`config.mk`:
```
export PLATFORM = sky130hd
export DESIGN_NAME = msrv_32_imm_adder_unit
export DESIGN_NICKNAME = d
export VERILOG_FILES = /design/src/rtl/msrv_32_imm_adder_unit.sv
export SDC_FILE = /design/constraint.sdc
export NUM_CORES = 1
export LEC_CHECK = 0
export ABC_AREA = 1
export CAP_MARGIN = 25
export CORE_MARGIN = 1
export CORE_UTILIZATION = 48
export CTS_CLUSTER_DIAMETER = 100
export DETAILED_ROUTE_END_ITERATION = 16
export PLACE_DENSITY = 0.88
export SYNTH_ARGS = -nofsm -noshare
export SYNTH_HDL_FRONTEND = slang
export SYNTH_SLANG_ARGS = --single-unit
```
`constraint.sdc`:
```
create_clock -name ms_riscv32_mp_clk_in -period 7.45 [get_ports ms_riscv32_mp_clk_in]
set_clock_uncertainty 0.15 [all_clocks]
set_input_delay 1.8625 -clock ms_riscv32_mp_clk_in [delete_from_list [all_inputs] [get_ports ms_riscv32_mp_clk_in]]
set_output_delay 1.8625 -clock ms_riscv32_mp_clk_in [all_outputs]
set_load 0.02 [all_outputs]
```
`src/rtl/msrv_32_imm_adder_unit.sv`:
```
// Immediate/base adder for branch, jump and load/store target addresses.
// Provides a combinational sum and flags, plus a valid-qualified registered copy.
module msrv_32_imm_adder_unit (
  input  logic        ms_riscv32_mp_clk_in,
  input  logic        ms_riscv32_mp_rst_in,
  input  logic [31:0] rs_1_in,
  input  logic        iadder_src_in,
  input  logic [31:0] imm_in,
  input  logic [31:0] pc_in,
  input  logic        valid_in,
  output logic [31:0] iadder_out,
  output logic        iadder_carry_out,
  output logic        iadder_misaligned_out,
  output logic [31:0] iadder_out_q,
  output logic        iadder_misaligned_q,
  output logic        valid_out
);

  logic [31:0] base;
  logic [32:0] sum;

  logic [31:0] sum_q, sum_d;
  logic        misaligned_q, misaligned_d;
  logic        valid_q, valid_d;

  assign base = iadder_src_in ? rs_1_in : pc_in;
  assign sum  = {1'b0, base} + {1'b0, imm_in};

  // Bit 0 is left intact; the JALR consumer is responsible for masking it.
  assign iadder_out            = sum[31:0];
  assign iadder_carry_out      = sum[32];
  assign iadder_misaligned_out = |sum[1:0];

  always_comb begin
    sum_d        = sum_q;
    misaligned_d = misaligned_q;
    valid_d      = valid_in;
    if (valid_in) begin
      sum_d        = sum[31:0];
      misaligned_d = |sum[1:0];
    end
  end

  always_ff @(posedge ms_riscv32_mp_clk_in) begin
    if (ms_riscv32_mp_rst_in) begin
      sum_q        <= 32'h0;
      misaligned_q <= 1'b0;
      valid_q      <= 1'b0;
    end else begin
      sum_q        <= sum_d;
      misaligned_q <= misaligned_d;
      valid_q      <= valid_d;
    end
  end

  assign iadder_out_q        = sum_q;
  assign iadder_misaligned_q = misaligned_q;
  assign valid_out           = valid_q;

endmodule

```
Word level (Yosys, flattened, before mapping)
Cells that the tools add are included.

Register bits after elaboration: 34. Bits in latches: 0. RAM bits: 0. ROM bits: 0. Input port bits: 100. Output and inout port bits: 68. Logic and storage cells: 6. Memories kept: 0.

Add/sub/neg operators: 1. Multipliers: 0. Divide/modulo/power cells: 0. $lt $le $gt $ge: 0. Equal/unequal tests: 0. Shift-type cells: 0. Muxes and demuxes: 1. Bitwise gates (word level): 0. Reductions and logical operators: 1.

Operator list (number): 32-bit by 32-bit adder with 33-bit output (1); 32-bit two-way mux (1); 2-bit OR reduction (1).

Depth between registers and ports, before layout
Word-level depth: 3. Gate-level depth with buffers: 18. Mapped depth without buffers: 16.

Worst setup path after synthesis
Ideal clock, no wire load.

Kind: input to output. Start point: input iadder_src_in. End point: output iadder_carry_out. Arrival: 4.003 ns. Path slack: 1.434 ns. Stages: 13. Path buffers: 2. Path through: clkbuf_1 buf_2 mux2_2 ha_1 fa_1 nand3_1 nand3_1 nand3_1 nand3b_1 nand2_1 nand2_1 nand2_1 nand3_1.

Cells in the longest elaborated chain, start to end: 2.

Ends and longest elaborated chain: from (decl) (RTL line 7) `input logic iadder_src_in,`; 32-bit two-way mux (RTL line 26) `assign base = iadder_src_in ? rs_1_in : pc_in;`; 32-bit by 32-bit adder with 33-bit output (RTL line 27) `assign sum = {1'b0, base} + {1'b0, imm_in};`; to (decl) (RTL line 12) `output logic iadder_carry_out,`.

No other way between the ends.

Worst setup path in the final report
Start point: input iadder_src_in. End point: output iadder_out[23].

Cells in the longest elaborated chain, start to end: 2.

Ends and longest elaborated chain: 32-bit two-way mux (RTL line 26); 32-bit by 32-bit adder with 33-bit output (RTL line 27); to (decl) (RTL line 11) `output logic [31:0] iadder_out,`.

No other way between the ends.

==> qor.csv <==
stage,metric,value,unit
final_layout,Inserted Diodes,0,
final_layout,layout cells sized above 1,0.0507,
worst_setup_path,crit path launch type,input pin,
clocking,H-tree depth,2,
final_layout,register area,681,um^2
pwr,Internal Power,527,uW
worst_setup_path,slowest CP cell,clkdlybuf4s50_1,
sta,Rel. slew slack,0.431,
global_route,GRT Util Overall,0.304,
worst_setup_path,"critical path fanouts, max",30,
synth,syn nets,858,
floorplanning,initial core utilization,0.497,
synth,Netlist cell types,29,
worst_setup_path,"slowest stage delay, CP",0.61,ns
clocking,CTS Buffer Depth,2,
worst_setup_path,Buf/Inv on CP,3,
final_layout,Final Cell Area,5920,um^2
clocking,clk root buf,clkbuf_8,
sta,Final Cycle Share,0.955,
worst_setup_path,critical-path cell list,"clkdlybuf4s50_1, buf_12, mux2_2, ha_1, nand2_1, nor2_2, nand3_1, nand2_1, nand2_1, nand2_2, nand2_1, nand2_1, nand2_1, nand2_1, clkdlybuf4s50_1",
synth,Post-synth ARST share,0,
worst_setup_path,Worst Path Arrival,5.11,ns
final_layout,final core utilization,0.720,
clocking,CTS hold repair buffers,0,
floorplanning,Die Area,8880,um^2
clocking,Setup Buffers After CTS,0,
routing,drt total wl,13.3,mm
floorplanning,num rows,33,
synth,ys flop type,dfxtp_1,
pwr,switching portion of total power,0.437,
final_layout,fillers,727,
place,"Cell Area, Placed",5840,um^2
worst_setup_path,CP dominant cell by count,nand2_1,
floorplanning,Die W,94.3,um
sta,worst-margin pin slew,0.851,ns
min_path,path category of the worst min-delay check,register to register,
pwr,Static Leak,0.00328,uW
routing,Via Count,4949,
floorplanning,IO Pins,168,
global_route,largest net degree at the start of global routing,43,
place,routability cong.,0.999,
routing,ANT nets after route,0,
clocking,CTS sink count,34,
worst_setup_path,critical path class,input pin to output port,
routing,first-pass detailed-route iteration total,5,
pwr,Power Total,936,uW
routing,Routed wire per std cell,13.4,um
global_route,vias in the first global route,4650,
synth,Yosys reg bits,34,
final_layout,area grow syn2layout,44.9,%
run_status,status,"finished, final reports clean",
worst_setup_path,"CP delay by family, top",buffers and inverters,
sta,Fin. Hold Viols,0,
place,Port-buffer cells,167,
routing,DRC Markers,0,
clocking,worst-skew pair later-pin latency,0.27,ns
synth,cell count after synthesis,725,
pwr,sw power,409,uW
final_layout,multi-input logic area,2760,um^2
clocking,CTS tree,yes,
worst_setup_path,Setup crit end kind,output port,
pwr,register share of total power,0.228,
pwr,Power Density,158,nW/um^2
floorplanning,Die Y,94.3,um
synth,syn_area_per_cell,5.63,um^2
sta,fin crit period,7.12,ns
pwr,combinational fraction of design power,0.639,
sta,fmax,140,MHz
final_layout,final layout net count,1021,
sta,fin. max-slew vios,0,
global_route,first-pass GRT wire length,21.2,mm
clocking,post_cts resized,0,
worst_setup_path,WP data required,5.44,ns
sta,TNS Setup,0,ns
place,dpl hpwl,11.6,mm
floorplanning,Core Region,8220,um^2
clocking,clock-pin slew on the worst setup and hold paths,0.07,ns
global_route,initial antenna violation count,0,
sta,Final setup viols,0,
sta,RSZ-0062 raised after global routing,false,
pwr,Peak VDD IR,0.112,mV
global_route,GRT overflow,0,
pwr,clock share of power,0.134,
routing,vias per cell,4.98,
clocking,total CTS buffers,5,
synth,number of enable flip-flop cells after synthesis,0,
routing,Initial DRC Count,347,
flow_run,max_cap viols,0,
synth,Ys Warns,0,
synth,Post-Syn Area,4090,um^2
synth,"Seq/Total Area, Yosys",0.167,
-- per-layer routing --
layer	vias up	routed length [um]	track usage	share of wire
met3	14	947	0.0307	0.071
met2	214	6220	0.523	0.47
met4	0	181	0.0769	0.014
li1	2520	-	-	-
met5	-	0	0	0
met1	2201	6000	0.402	0.45
-- through the flow --
stage	hold WS, ns	setup slack (ns)	std cells
global route	0.352	0.100	993
global placement	0.318	0.302	986
CTS	0.332	0.297	993
finish	0.331	0.332	993
detailed placement	0.321	0.327	986
floorplan	0.404	1.43	725
-- worst paths after layout --
check              startpoint  slack, ns                to  cells after the start
min          iadder_out_q[13]       0.33  iadder_out_q[13]                      2
max             iadder_src_in       0.33    iadder_out[23]                     15
min reg2reg  iadder_out_q[13]       0.33  iadder_out_q[13]                      2
max reg2reg  iadder_out_q[16]       6.50  iadder_out_q[16]                      2
-- flip-flops by register name, indices dropped and copies added (netlist names) --
register and flops:
iadder_misaligned_q 1, valid_out 1, iadder_out_q 32
-- logic make-up (layout without fill, tap and decap cells) --
logic type,after synthesis,in the layout,share of synthesized area
and+or+nand+nor,398,398,0.391
buffers and inverters,165,328,0.158
AOI/OAI and AO/OA,48,48,0.0609
DFF,34,34,0.167
adders and majority gates,33,33,0.103
muxes,32,32,0.0882
xor gates and xnor gates,15,15,0.0322
-- cells in the mapped netlist (2+ instances only) --
cell type | n | area, um^2
a21oi_1 | 24 | 120
buf_2 | 3 | 15.0
ha_1 | 32 | 400
nor3_1 | 5 | 25.0
xor2_1 | 7 | 61.3
nor2_1 | 84 | 315
buf_4 | 2 | 15.0
nand3_1 | 48 | 240
nand2_2 | 2 | 12.5
mux2_1 | 2 | 22.5
xnor2_1 | 8 | 70.1
inv_1 | 152 | 571
o21ai_0 | 15 | 75.1
clkbuf_1 | 6 | 22.5
mux2_2 | 30 | 338
nand2_1 | 251 | 942
nand3_2 | 3 | 30.0
nand4_1 | 2 | 12.5
o21ai_1 | 5 | 25.0
dfxtp_1 | 34 | 681
o21bai_1 | 2 | 15.0
-- worst min-delay path, cell delays in order (launching register included) --
cell and delay (ns):
dfxtp_1 0.31, nand3_1 0.07, o21ai_1 0.06
-- power groups by stage --
stage | registers (uW) | clock network [uW] | logic (uW)
after floorplan | 240 | 0 | 311
after global placement | 215 | 0 | 584
after detailed placement | 217 | 0 | 591
after CTS | 213 | 127 | 594
after global routing | 215 | 135 | 648
final | 213 | 125 | 598
-- area by class of cell --
cell class	instances	area share
inverter	152	0.0964
multi-input combinational	526	0.466
timing repair buffer	169	0.287
sequential	34	0.115
clock buffer	5	0.0116
clock inverter	2	0.00169
tap	105	0.0222
-- cell usage in the layout (no fill, tap or decap), types with 3 or more instances in the layout --
cell / count
nor2_1: 84
nor3_1: 5
xor2_1: 7
clkdlybuf4s50_1: 167
ha_1: 32
nand2_1: 251
xnor2_1: 8
inv_1: 152
dfxtp_1: 34
o21ai_0: 15
nand3_1: 48
mux2_2: 30
nand3_2: 3
clkbuf_8: 5
o21ai_1: 5
a21oi_1: 24
Power figures use the tool's default switching activity.
